--- config.mk ---
export PLATFORM = sky130hd
export DESIGN_NAME = gauss_filter_cfg
export DESIGN_NICKNAME = d
export VERILOG_FILES = /design/src/rtl/gauss_pkg.sv /design/src/rtl/gauss_pos_tracker.sv /design/src/rtl/gauss_filter_cfg.sv
export SDC_FILE = /design/constraint.sdc
export NUM_CORES = 1
export LEC_CHECK = 0
export BUFFER_PORTS_ARGS = -buffer_cell sky130_fd_sc_hd__buf_4
export CAP_MARGIN = 25
export CORE_MARGIN = 2
export CORE_UTILIZATION = 59
export CTS_CLUSTER_SIZE = 28
export DETAILED_ROUTE_END_ITERATION = 6
export GPL_TIMING_DRIVEN = 0
export PLACE_DENSITY = 0.82
export SLEW_MARGIN = 20
export SYNTH_ARGS = -nofsm -noshare
export SYNTH_HDL_FRONTEND = slang
export SYNTH_SLANG_ARGS = --single-unit
--- constraint.sdc ---
create_clock -name video_clk -period 3.5 [get_ports video_clk]
set_input_delay 0.175 -clock video_clk [delete_from_list [all_inputs] [get_ports video_clk]]
set_output_delay 0.175 -clock video_clk [all_outputs]
set_load 0.02 [all_outputs]
--- src/rtl/gauss_pkg.sv ---
// Shared types and helpers for the configurable 3x3 smoothing filter.
package gauss_pkg;

    typedef enum logic [1:0] {
        MODE_BYPASS = 2'd0,
        MODE_GAUSS  = 2'd1,
        MODE_CROSS  = 2'd2,
        MODE_HORIZ  = 2'd3
    } mode_t;

    // Nine taps with a total weight of 16 never need more than 4 extra bits.
    function automatic int sum_w(input int data_w);
        return data_w + 4;
    endfunction

endpackage

--- src/rtl/gauss_pos_tracker.sv ---
// Row/column position tracking and registered border flag, aligned with stage 1
// of the filter pipeline.
module gauss_pos_tracker #(
    parameter int IMG_W = 1920,
    parameter int IMG_H = 1080
) (
    input  logic video_clk,
    input  logic rst_n,
    input  logic matrix_de,
    input  logic matrix_vs,
    output logic vs_rise,
    output logic border
);

    localparam int CW = (IMG_W > 1) ? $clog2(IMG_W) : 1;
    localparam int RW = (IMG_H > 1) ? $clog2(IMG_H) : 1;
    localparam logic [CW-1:0] COL_LAST = CW'(IMG_W - 1);
    localparam logic [RW-1:0] ROW_LAST = RW'(IMG_H - 1);

    logic [CW-1:0] col_q;
    logic [RW-1:0] row_q;
    logic [RW-1:0] row_cur;
    logic          de_d;
    logic          vs_d;
    logic          de_fall;

    assign vs_rise = matrix_vs & ~vs_d;
    assign de_fall = ~matrix_de & de_d;
    // A pixel arriving with the frame-start edge belongs to row 0 of the new frame.
    assign row_cur = vs_rise ? '0 : row_q;

    // NOTE: sequential state uses non-blocking assignments so every register
    // samples the pre-edge value of its neighbours, independent of statement order.
    always_ff @(posedge video_clk or negedge rst_n) begin
        if (!rst_n) begin
            col_q  <= '0;
            row_q  <= '0;
            de_d   <= 1'b0;
            vs_d   <= 1'b0;
            border <= 1'b0;
        end else begin
            de_d <= matrix_de;
            vs_d <= matrix_vs;

            if (!matrix_de)
                col_q <= '0;
            else if (col_q != COL_LAST)
                col_q <= col_q + 1'b1;

            if (vs_rise)
                row_q <= '0;
            else if (de_fall && row_q != ROW_LAST)
                row_q <= row_q + 1'b1;

            border <= matrix_de & ((col_q == '0) | (col_q == COL_LAST) |
                                   (row_cur == '0) | (row_cur == ROW_LAST));
        end
    end

endmodule

--- src/rtl/gauss_filter_cfg.sv ---
// Configurable 3x3 smoothing filter with a fixed 3-cycle latency.
// Define GAUSS_FILTER_ROUND_EN for round-half-up instead of truncation.
module gauss_filter_cfg
    import gauss_pkg::*;
#(
    parameter int DATA_W = 8,
    parameter int IMG_W  = 1920,
    parameter int IMG_H  = 1080
) (
    input  logic              video_clk,
    input  logic              rst_n,
    input  logic [1:0]        cfg_mode,
    input  logic              cfg_border_en,
    input  logic              matrix_de,
    input  logic              matrix_vs,
    input  logic [DATA_W-1:0] matrix11,
    input  logic [DATA_W-1:0] matrix12,
    input  logic [DATA_W-1:0] matrix13,
    input  logic [DATA_W-1:0] matrix21,
    input  logic [DATA_W-1:0] matrix22,
    input  logic [DATA_W-1:0] matrix23,
    input  logic [DATA_W-1:0] matrix31,
    input  logic [DATA_W-1:0] matrix32,
    input  logic [DATA_W-1:0] matrix33,
    output logic              gauss_vs,
    output logic              gauss_de,
    output logic [DATA_W-1:0] gauss_data
);

    localparam int SW = sum_w(DATA_W);

`ifdef GAUSS_FILTER_ROUND_EN
    localparam logic [SW-1:0] RND_GAUSS = SW'(8);
    localparam logic [SW-1:0] RND_CROSS = SW'(4);
    localparam logic [SW-1:0] RND_HORIZ = SW'(2);
`else
    localparam logic [SW-1:0] RND_GAUSS = '0;
    localparam logic [SW-1:0] RND_CROSS = '0;
    localparam logic [SW-1:0] RND_HORIZ = '0;
`endif

    function automatic logic [SW-1:0] ext(input logic [DATA_W-1:0] v);
        return SW'(v);
    endfunction

    mode_t act_mode;
    logic  act_border;
    mode_t cur_mode;
    logic  cur_border;
    logic  vs_rise;
    logic  border_s1;

    gauss_pos_tracker #(
        .IMG_W (IMG_W),
        .IMG_H (IMG_H)
    ) u_pos (
        .video_clk (video_clk),
        .rst_n     (rst_n),
        .matrix_de (matrix_de),
        .matrix_vs (matrix_vs),
        .vs_rise   (vs_rise),
        .border    (border_s1)
    );

    // The frame-start pixel already uses the newly sampled settings.
    assign cur_mode   = vs_rise ? mode_t'(cfg_mode) : act_mode;
    assign cur_border = vs_rise ? cfg_border_en : act_border;

    always_ff @(posedge video_clk or negedge rst_n) begin
        if (!rst_n) begin
            act_mode   <= MODE_GAUSS;
            act_border <= 1'b0;
        end else if (vs_rise) begin
            act_mode   <= mode_t'(cfg_mode);
            act_border <= cfg_border_en;
        end
    end

    // Stage 1: row partial sums and the 4-neighbour sum.
    logic [SW-1:0]     top_s1, mid_s1, bot_s1, nb_s1;
    logic [DATA_W-1:0] ctr_s1;
    mode_t             mode_s1;
    logic              bord_en_s1;
    logic              de_s1, vs_s1;

    always_ff @(posedge video_clk or negedge rst_n) begin
        if (!rst_n) begin
            top_s1     <= '0;
            mid_s1     <= '0;
            bot_s1     <= '0;
            nb_s1      <= '0;
            ctr_s1     <= '0;
            mode_s1    <= MODE_GAUSS;
            bord_en_s1 <= 1'b0;
            de_s1      <= 1'b0;
            vs_s1      <= 1'b0;
        end else begin
            de_s1      <= matrix_de;
            vs_s1      <= matrix_vs;
            mode_s1    <= cur_mode;
            bord_en_s1 <= cur_border;
            if (matrix_de) begin
                top_s1 <= ext(matrix11) + (ext(matrix12) << 1) + ext(matrix13);
                mid_s1 <= ext(matrix21) + (ext(matrix22) << 1) + ext(matrix23);
                bot_s1 <= ext(matrix31) + (ext(matrix32) << 1) + ext(matrix33);
                nb_s1  <= ext(matrix12) + ext(matrix21) + ext(matrix23) + ext(matrix32);
                ctr_s1 <= matrix22;
            end else begin
                top_s1 <= '0;
                mid_s1 <= '0;
                bot_s1 <= '0;
                nb_s1  <= '0;
                ctr_s1 <= '0;
            end
        end
    end

    // Stage 2: kernel total (with rounding constant) and shift select.
    logic [SW-1:0] sum_nx, sum_s2;
    logic [2:0]    shift_nx, shift_s2;
    logic          de_s2, vs_s2;

    // NOTE: every always_comb output gets a default first so no path leaves it
    // unassigned, which would otherwise infer a latch.
    always_comb begin
        sum_nx   = ext(ctr_s1);
        shift_nx = 3'd0;
        if (!(bord_en_s1 && border_s1)) begin
            case (mode_s1)
                MODE_GAUSS: begin
                    sum_nx   = top_s1 + (mid_s1 << 1) + bot_s1 + RND_GAUSS;
                    shift_nx = 3'd4;
                end
                MODE_CROSS: begin
                    sum_nx   = (ext(ctr_s1) << 2) + nb_s1 + RND_CROSS;
                    shift_nx = 3'd3;
                end
                MODE_HORIZ: begin
                    sum_nx   = mid_s1 + RND_HORIZ;
                    shift_nx = 3'd2;
                end
                default: begin
                    sum_nx   = ext(ctr_s1);
                    shift_nx = 3'd0;
                end
            endcase
        end
    end

    always_ff @(posedge video_clk or negedge rst_n) begin
        if (!rst_n) begin
            sum_s2   <= '0;
            shift_s2 <= '0;
            de_s2    <= 1'b0;
            vs_s2    <= 1'b0;
        end else begin
            sum_s2   <= sum_nx;
            shift_s2 <= shift_nx;
            de_s2    <= de_s1;
            vs_s2    <= vs_s1;
        end
    end

    // Stage 3: normalising shift into the output register.
    always_ff @(posedge video_clk or negedge rst_n) begin
        if (!rst_n) begin
            gauss_data <= '0;
            gauss_de   <= 1'b0;
            gauss_vs   <= 1'b0;
        end else begin
            gauss_data <= de_s2 ? DATA_W'(sum_s2 >> shift_s2) : '0;
            gauss_de   <= de_s2;
            gauss_vs   <= vs_s2;
        end
    end

endmodule

# Word-level counts from Yosys, hierarchy flattened
# Cells that the tools add are included.
# Widths: inputs -> output; s select.
dict set report classes {
  add_sub_neg 14
  n_eq_ne 8
  n_shift 1
  mux 15
  n_bitwise 8
  reduce_logical 5
}
# operator n
set op_table {}
lappend op_table {{$mux 11} 6}
lappend op_table {{$mux 12} 4}
lappend op_table {{$add 10x8->11} 4}
lappend op_table {{$pmux 12 s3} 1}
lappend op_table {{$add 8x9->10} 3}
lappend op_table {{$add 12x12->12} 2}
lappend op_table {{$add 11x1->11 const B} 2}
lappend op_table {{$eq 11x11->1 const B} 2}
lappend op_table {{$logic_not 11->1} 2}
lappend op_table {{$ne 11x11->1 const B} 2}
lappend op_table {{$mux 8} 2}
lappend op_table {{$add 10x12->12} 1}
lappend op_table {{$shr 12x3->8} 1}
lappend op_table {{$add 9x8->10} 1}
lappend op_table {{$add 8x8->9} 1}
lappend op_table {{$pmux 3 s3} 1}
lappend op_table {{$eq 2x2->1 const B} 2}
lappend op_table {{$and 1x1->1} 3}
lappend op_table {{$mux 3} 1}
lappend op_table {{$or 1x1->1} 3}
lappend op_table {{$eq 2x1->1 const B} 1}
lappend op_table {{$logic_and 1x1->1} 2}
lappend op_table {{$ne 2x1->1 const B} 1}
lappend op_table {{$not 1->1} 2}
lappend op_table {{$reduce_bool 2->1} 1}
dict set report word_totals {
  reg_bits 111
  in_bits 79
  output_inout_bits 10
  word_cells 70
}

# Depth between registers and ports, before layout
# Gate-level depths: netlist of run 1.
dict set report depth {
  ltp_word 7
  depth_mapped 12
}

# By module
# Synthesis of run 1 repeated with hierarchy kept, for this count alone.
dict set report unflattened {
  cells_unflattened 696
  hier_area_um2 7415.9
}
# module n_inst cells_each area_per_inst_um2
set modules_own_cells {}
lappend modules_own_cells {gauss_filter_cfg 1 561 6088.3}
lappend modules_own_cells {gauss_pos_tracker 1 135 1327.5}

# Worst setup path after synthesis of run 1
# No wires, ideal clock.
dict set report synth_timing {
  path_type {input port to flip-flop}
  from {input matrix12[2]}
  to {register nb_s1[8]}
  setup_ns 0.079
  t_arrival_ns 2.611
  required_ns 3.421
  slack_ns 0.809
  stages 10
  path_buffers 0
  cell_sequence {inv_1 fa_1 fa_1 inv_1 ha_1 a21o_1 a21o_1 a21o_1 o41ai_1 mux2i_1}
}
dict set report synth_between {
  elab_chain_len 4
}
# element line_no
set synth_lines {}
lappend synth_lines {{start, declared} gauss_filter_cfg.sv:17} ;# input logic [DATA_W-1:0] matrix12,
lappend synth_lines {{$add 8x8->9} gauss_filter_cfg.sv:106} ;# nb_s1 <= ext(matrix12) + ext(matrix21) + ext(matrix23) + ext(matrix32);
lappend synth_lines {{$add 9x8->10} gauss_filter_cfg.sv:106}
lappend synth_lines {{$add 10x8->11} gauss_filter_cfg.sv:106}
lappend synth_lines {{$mux 11} gauss_filter_cfg.sv:102} ;# if (matrix_de) begin
lappend synth_lines {{end signal, assigned} gauss_filter_cfg.sv:106}
lappend synth_lines {{end, declared} gauss_filter_cfg.sv:80} ;# logic [SW-1:0] top_s1, mid_s1, bot_s1, nb_s1;
# Every way passes these cells.
# A chain may end at the register's enable or synchronous reset.

# Worst setup path in the final report of run 1
dict set report layout_timing {
  from {register top_s1[1]}
  to {register sum_s2[7]}
}
dict set report layout_between {
  elab_chain_len 4
}
# element line_no
set layout_lines {}
lappend layout_lines {{start, declared} gauss_filter_cfg.sv:80}
lappend layout_lines {{start signal, assigned} gauss_filter_cfg.sv:103} ;# top_s1 <= ext(matrix11) + (ext(matrix12) << 1) + ext(matrix13);
lappend layout_lines {{$add 12x12->12 (2 in series)} gauss_filter_cfg.sv:131} ;# sum_nx = top_s1 + (mid_s1 << 1) + bot_s1 + RND_GAUSS;
lappend layout_lines {{$pmux 12 s3} gauss_filter_cfg.sv:129} ;# case (mode_s1)
lappend layout_lines {{$mux 12} gauss_filter_cfg.sv:128} ;# if (!(bord_en_s1 && border_s1)) begin
lappend layout_lines {{named net sum_nx[7]} gauss_filter_cfg.sv:119} ;# logic [SW-1:0] sum_nx, sum_s2;
lappend layout_lines {{end signal, assigned} gauss_filter_cfg.sv:157} ;# sum_s2 <= sum_nx;
lappend layout_lines {{end, declared} gauss_filter_cfg.sv:119}
# The timed path passes the listed nets, and every way through them passes these cells.

==> results of run 1 <==
[sequential cells by signal, indices dropped and copies added (netlist names), 8 cells and up]
name / count
sum_s2: 12
u_pos.col_q: 11
u_pos.row_q: 11
bot_s1: 10
mid_s1: 10
nb_s1: 10
top_s1: 10
ctr_s1: 8
gauss_data: 8
[cell usage after synthesis (all sizes together) (2+ instances only)]
library cell / instances / area, um2
a31oi: 9 / 56.3
fa: 51 / 1020
xnor2: 20 / 175
and4: 4 / 35.0
o21a: 5 / 37.5
o22ai: 4 / 25.0
a211oi: 7 / 52.6
dfrtp: 102 / 2550
o21bai: 3 / 22.5
a21boi: 3 / 22.5
o2111ai: 2 / 17.5
nand3: 10 / 50.1
o211a: 3 / 30.0
mux4: 2 / 45.0
clkbuf: 15 / 56.3
nor2b: 11 / 68.8
o21ba: 2 / 20.0
buf: 3 / 15.0
nor3: 16 / 80.1
a22o: 3 / 26.3
a21o: 18 / 135
mux2i: 17 / 170
o311ai: 5 / 43.8
o211ai: 7 / 52.6
and3: 8 / 51.3
nand4: 6 / 37.5
nand2b: 11 / 68.8
nor4b: 2 / 17.5
nor4: 2 / 12.5
nor3b: 3 / 22.5
ha: 58 / 726
xor2: 17 / 149
a21oi: 49 / 245
nand2: 29 / 109
o21ai: 22 / 110
or4: 7 / 56.3
a211o: 2 / 17.5
and2: 22 / 138
mux2: 9 / 101
nor2: 67 / 251
inv: 58 / 218
[worst min path at each step]
stage / startpoint / cells after the start / slack (ns) / to
after floorplan: rst_n / 0 / -0.12 / bord_en_s1
after global placement: matrix_vs / 1 / 0.30 / u_pos.vs_d
after detailed placement: matrix_de / 1 / 0.30 / u_pos.de_d
after CTS: cfg_border_en / 2 / 0.04 / bord_en_s1
after global routing: cfg_border_en / 2 / 0.04 / bord_en_s1
final: cfg_border_en / 2 / 0.04 / bord_en_s1
[per-layer routing]
| metal | up-vias | GRT usage (%) | wire length [um] |
|---|---|---|---|
| met3 | 25 | 3.85 | 798 |
| met4 | 0 | 9.16 | 331 |
| li1 | 2666 | - | - |
| met5 | - | 0 | 0 |
| met2 | 170 | 46.9 | 8240 |
| met1 | 2715 | 35.3 | 7190 |
[repair_timing]
action	CTS	global route
hold buffers	3	0
hold endpoints to repair	104	0
setup endpoints to repair	0	0
[logic make-up after synthesis]
group,count (synthesis),synth area share (%)
AO/OA/AOI/OAI,152,13.7
XOR/XNOR,37,4.44
adder cells (fa/ha/maj),109,24.0
buffers and inverters,76,3.96
flip-flops,103,35.4
multiplexers,28,4.34
AND/OR/NAND/NOR,203,14.2
[report_power, final]
| group | switching (mW) | total (mW) | internal (mW) |
|---|---|---|---|
| sequential | 0.135 | 1.54 | 1.40 |
| clock | 0.441 | 1.02 | 0.577 |
| combinational | 1.12 | 2.03 | 0.912 |
| total | 1.70 | 4.59 | 2.89 |
[critical path: cells and delay by family, from the launching register on]
kind                       cells  cell delay (ns)
DFF                            1             0.39
and+or+nand+nor                1             0.48
AOI/OAI and AO/OA              4             0.83
adders and majority gates      3             1.18
[cell type report]
type                    instances  area (um2)  share of cell area (%)
multi-input cells             529        4420                    52.0
repair buffers                 91         694                    8.17
clock buffers                  10         239                    2.81
inverters                      58         218                    2.56
clock inverters                 6        68.8                   0.809
flip-flops and latches        103        2580                    30.3
well taps                     168         210                    2.47
plain buffers                  18        71.3                   0.839
[per-stage QoR]
step | std cells | hold slack [ns] | setup slack (ns)
CTS | 983 | 0.0393 | 0.532
finish | 983 | 0.0418 | 0.545
global route | 983 | 0.0440 | 0.376
global placement | 964 | 0.296 | 0.435
floorplan | 708 | -0.121 | 0.809
detailed placement | 964 | 0.300 | 0.345
==> results.ini, run 1 <==
[outcome]
status = completed

[clocking]
clockBufferDepth = 2
numCtsBuffers = 9
cts_max_level = 3
clock_latency_ns = 0.35
clk_pin_slew_worst_paths_ns = 0.07
cts_resized = 0
cts.sinks = 103
cts_root_buf = clkbuf_16
postCtsSetupBuffers = 0
cts_tree = built

[setup_path]
crit_start = top_s1[1]
crit_path_max_incr_delay_ns = 0.48
r2r_end = sum_s2[7]
ff2ff_path_depth = 8
crit_arrival_ns = 3.23
r2r-start = top_s1[1]
crit_fanout = 3
worstPathCellList = fa_1, ha_1, fa_1, a21oi_1, o21ai_1, or4_1, a31oi_1, a21boi_1
startpoint_type = register
cp-end-kind = register
critPathKind = reg2reg
critPathCapture = sum_s2[7]
r2r_slack_ns = 0.55
cp.required_ns = 3.77
crit_slowest_cell = fa_1
cpMostUsedCell = fa_1

[timing]
post-route-min-period_ns = 2.95
skew_ns = 0.00912
post-route-period-util_pct = 84.4
fmax_mhz = 338
finalMaxSlewViolations = 0
tightest_slew_ns = 0.897
hold_viol_final = 0
setup_viol = 0
rsz0062_at_grt = false
slew-limit-headroom_pct = 40.2
tns_ns = 0

[layout]
n_antenna_cell = 0
num-fill-cells = 890
fin_nets = 998
area_delta_synth_final_pct = 16.6
final_cell_mix = dfrtp_1 (102), buf_4 (87), nor2_1 (67), ha_1 (58), inv_1 (56)
utilization_pct = 70.5
design_area_um2 = 8500
layout_commonest_cell = dfrtp_1
drive_above_1_share_pct = 15.0

[pwr]
power_density_nw_per_um2 = 540
total_power_mw = 4.59
leakage_nw = 4.18
peakVddDrop_v = 0.000291

[routing]
dr_total_vias = 5576
wl_um = 16600
first_pass_iters = 4
drc = 0
wl_per_cell_um = 16.8
vias_per_cell = 5.67
ant_nets = 0
drt_iter0_markers = 324

[grt]
grt_max_degree = 104
grt_pass1_wl_um = 28000
grtUsageTotal_pct = 27.1
grt_pass1_vias = 5784
grt-ovfl-total = 0
antenna_found_initial = 0

[yosys]
synth_flop_cell = dfrtp_1
syn-num-nets = 896
yosysWarnings = 0
avgSynthCellArea_um2 = 10.3
synthArstFlopShare_pct = 100
ys_ff_latch = 103
synth-edff-count = 0
synth.yosys.seq_area_share_pct = 35.4
syn-cell-area_um2 = 7290
netlist_instances = 708
synth.distinct_cells = 61

[worst_hold_path]
min_path_type = in2reg

[floorplan]
start_util_pct = 60.5
fp.dieArea_um2 = 13300
die_w_um = 115
core_area_um2 = 12100
dieHeight_um = 115
io_pins = 89
rows = 40

[placement]
dpl.hpwl_um = 13200
io_buffers = 88
place_congestion = 0.896
place_area_um2 = 8170

[job]
drv_cap = 0

(Power assumes the default switching activity.)
==> inputs of run 2 (changes only) <==
--- a/config.mk
+++ b/config.mk
@@ -5,14 +5,15 @@
 export SDC_FILE = /design/constraint.sdc
 export NUM_CORES = 1
 export LEC_CHECK = 0
+export ABC_AREA = 1
 export BUFFER_PORTS_ARGS = -buffer_cell sky130_fd_sc_hd__buf_4
 export CAP_MARGIN = 25
 export CORE_MARGIN = 2
-export CORE_UTILIZATION = 59
+export CORE_UTILIZATION = 60
 export CTS_CLUSTER_SIZE = 28
 export DETAILED_ROUTE_END_ITERATION = 6
 export GPL_TIMING_DRIVEN = 0
-export PLACE_DENSITY = 0.82
+export PLACE_DENSITY = 0.83
 export SLEW_MARGIN = 20
 export SYNTH_ARGS = -nofsm -noshare
 export SYNTH_HDL_FRONTEND = slang
==> constraint.sdc (replaced) <==
create_clock -name video_clk -period 2.9 [get_ports video_clk]
set_input_delay 0.145 -clock video_clk [delete_from_list [all_inputs] [get_ports video_clk]]
set_output_delay 0.145 -clock video_clk [all_outputs]
set_load 0.02 [all_outputs]
==> run 2 against run 1 <==
Against the previous run:
- combinational power increased by 9.9%
- count of clock-buffer cells in the layout increased by 2
- register-to-register slack got worse by 0.12 ns
- synthesized area increased by 2.5%
- synthesized cell count increased by 28%
- flip-flop and latch count unchanged
- sequential share of layout area decreased by 0.55 points
- clock power increased by 9.8%
- non-clock buffer count decreased by 3
- sequential power increased by 18%
- critical path depth increased by 2
- final area increased by 1.8%
==> results.ini, run 2 <==
[yosys]
ys_top_cells_by_area = dfrtp_1 (34%), fa_1 (14%), nand2_1 (10%)
avgSynthCellArea_um2 = 8.23
yosysMostFrequentCell = nand2_1
ys_ff_latch = 103
synth_top_area_cell = dfrtp_1
yosysWarnings = 0
yosysTopAreaCellShare_pct = 34.2
synth.distinct_cells = 40
syn-cell-area_um2 = 7470
synthArstFlopShare_pct = 100
netlist_instances = 908
syn-num-nets = 1096
synthTopCellsByCount = nand2_1 (203), inv_1 (146), dfrtp_1 (102)
synth-edff-count = 0
synth.yosys.seq_area_share_pct = 34.5
synth_flop_cell = dfrtp_1

[placement]
place_congestion = 0.928
place_area_um2 = 8350
dpl.hpwl_um = 13000
placed_cells = 1164
io_buffers = 88

[worst_hold_path]
hp-start = matrix22[0]
min_path_type = in2reg
whs_path_depth = 3
hold_end = ctr_s1[0]

[layout]
n_antenna_cell = 0
layout_commonest_cell = nand2_1
largest_reg_flops = 12
area_delta_synth_final_pct = 15.9
drive_above_1_share_pct = 12.3
top_regs = sum_s2: 12 flops, u_pos.col_q: 11 flops, u_pos.row_q: 11 flops
design_area_um2 = 8660
fin_cells = 1183
utilization_pct = 71.8
num-fill-cells = 946
final_cell_mix = nand2_1 (203), inv_1 (146), dfrtp_1 (102), buf_4 (87), nand3_1 (68)
fin_nets = 1199
regMostFlops = sum_s2

[timing]
fmax_mhz = 404
hold_viol_final = 0
slew-limit-headroom_pct = 39.4
post-route-min-period_ns = 2.47
tightest_slew_ns = 0.910
setup_viol = 0
tns_ns = 0
finalMaxSlewViolations = 0
rsz0062_at_grt = false
post-route-period-util_pct = 85.3
skew_ns = 0.00629

[setup_path]
cp-end-kind = register
crit_arrival_ns = 2.70
critPathKind = reg2reg
path_buf_inv = 1
r2r_slack_ns = 0.43
r2r_end = sum_s2[5]
crit_path_max_incr_delay_ns = 0.47
ff2ff_path_depth = 10
crit_start = top_s1[1]
crit_family = adder cells
r2r-start = top_s1[1]
worstPathCellList = fa_1, ha_1, fa_1, nand2_1, nand2_1, a21o_1, nand3_1, nand3_1, o21ai_0, inv_1
startpoint_type = register
crit_fanout = 4
cp.required_ns = 3.12
crit_slowest_cell = fa_1

[floorplan]
dieHeight_um = 116
io_pins = 89
rows = 40
fp.dieArea_um2 = 13400
start_util_pct = 61.9
core_area_um2 = 12100
die_w_um = 116

[grt]
grtUsageTotal_pct = 26.3
grt_max_degree = 104
grt_pass1_vias = 6131
antenna_found_initial = 0
grt-ovfl-total = 0
grt_pass1_wl_um = 27600

[pwr]
power_density_nw_per_um2 = 597
total_power_mw = 5.17
peakVddDrop_v = 0.000372
leakage_nw = 4.61

[job]
drv_cap = 0

[clocking]
cts_max_level = 3
cts_root_buf = clkbuf_16
clk_pin_slew_worst_paths_ns = 0.06
numCtsBuffers = 9
cts_tree = built
cts.sinks = 103
clockBufferDepth = 2
clock_latency_ns = 0.35

[routing]
vias_per_cell = 5.29
ant_nets = 0
drc = 0
dr_total_vias = 6263
drt_iter0_markers = 363
wl_per_cell_um = 13.7
first_pass_iters = 5
wl_um = 16200

[outcome]
status = completed

==> run 2: cell count changes after synthesis, sizes merged, moves of 20 or more <==
cell	previous run	this run
inv	58	148
xnor2	20	0
nand3	10	69
o21ai	22	55
nand2	29	204
and2	22	0
==> run 2: power by group <==
group | internal, mW | switching [mW] | total (mW)
logic | 0.891 | 1.34 | 2.23
clock network | 0.622 | 0.499 | 1.12
registers | 1.67 | 0.146 | 1.82
total | 3.19 | 1.98 | 5.17
==> run 2: worst max path at each step <==
stage                      to  cells after the start  slack (ns)
floorplan            nb_s1[7]                     12        0.61
global placement     nb_s1[7]                     13        0.28
detailed placement   nb_s1[7]                     13        0.25
CTS                 sum_s2[5]                     10        0.49
global route        sum_s2[5]                     10        0.32
finish              sum_s2[5]                     10        0.43
==> run 2: logic make-up after synthesis <==
family                   synth area share [%]
flip-flops                               34.5
adder cells (fa/ha/maj)                  23.4
AO/OA/AOI/OAI                            11.0
multiplexers                            0.134
buffers and inverters                    8.69
XOR/XNOR                                0.938
AND/OR/NAND/NOR                          21.3
==> run 2: worst reg2reg max path, stage by stage (launching register included) <==
cell and delay (ns):
dfrtp_1 0.38, fa_1 0.47, ha_1 0.24, fa_1 0.39, nand2_1 0.11, nand2_1 0.13
a21o_1 0.19, nand3_1 0.10, nand3_1 0.09, o21ai_0 0.15, inv_1 0.09
==> run 2: layout make-up <==
class / instances / area, um2 / area share [%]
multi-input combinational: 639 / 4240 / 49.0
buffer: 14 / 73.8 / 0.852
timing repair buffer: 92 / 704 / 8.13
tap: 168 / 210 / 2.43
clock buffer: 12 / 256 / 2.96
inverter: 152 / 576 / 6.65
sequential: 103 / 2580 / 29.8
clock inverter: 3 / 18.8 / 0.217
==> run 2: routing by layer <==
layer	routed length, um	global-route usage, %	vias to the layer above
met5	0	0	-
met4	549	10.8	0
met3	728	2.93	45
met2	7710	44.7	195
met1	7170	34.7	2897
li1	-	-	3126
==> run 2: what timing repair did <==
action                                 in CTS  in global routing
gates resized for setup                     0                  0
hold buffers                                4                  0
buffers inserted                            0                  0
endpoints found under the hold margin     105                  0
==> run 2: stage by stage <==
step	hold slack (ns)	setup WS (ns)
finish	0.00628	0.427
global route	0.0282	0.319
CTS	0.00149	0.488
detailed placement	0.267	0.251
global placement	0.268	0.279
floorplan	-0.151	0.611
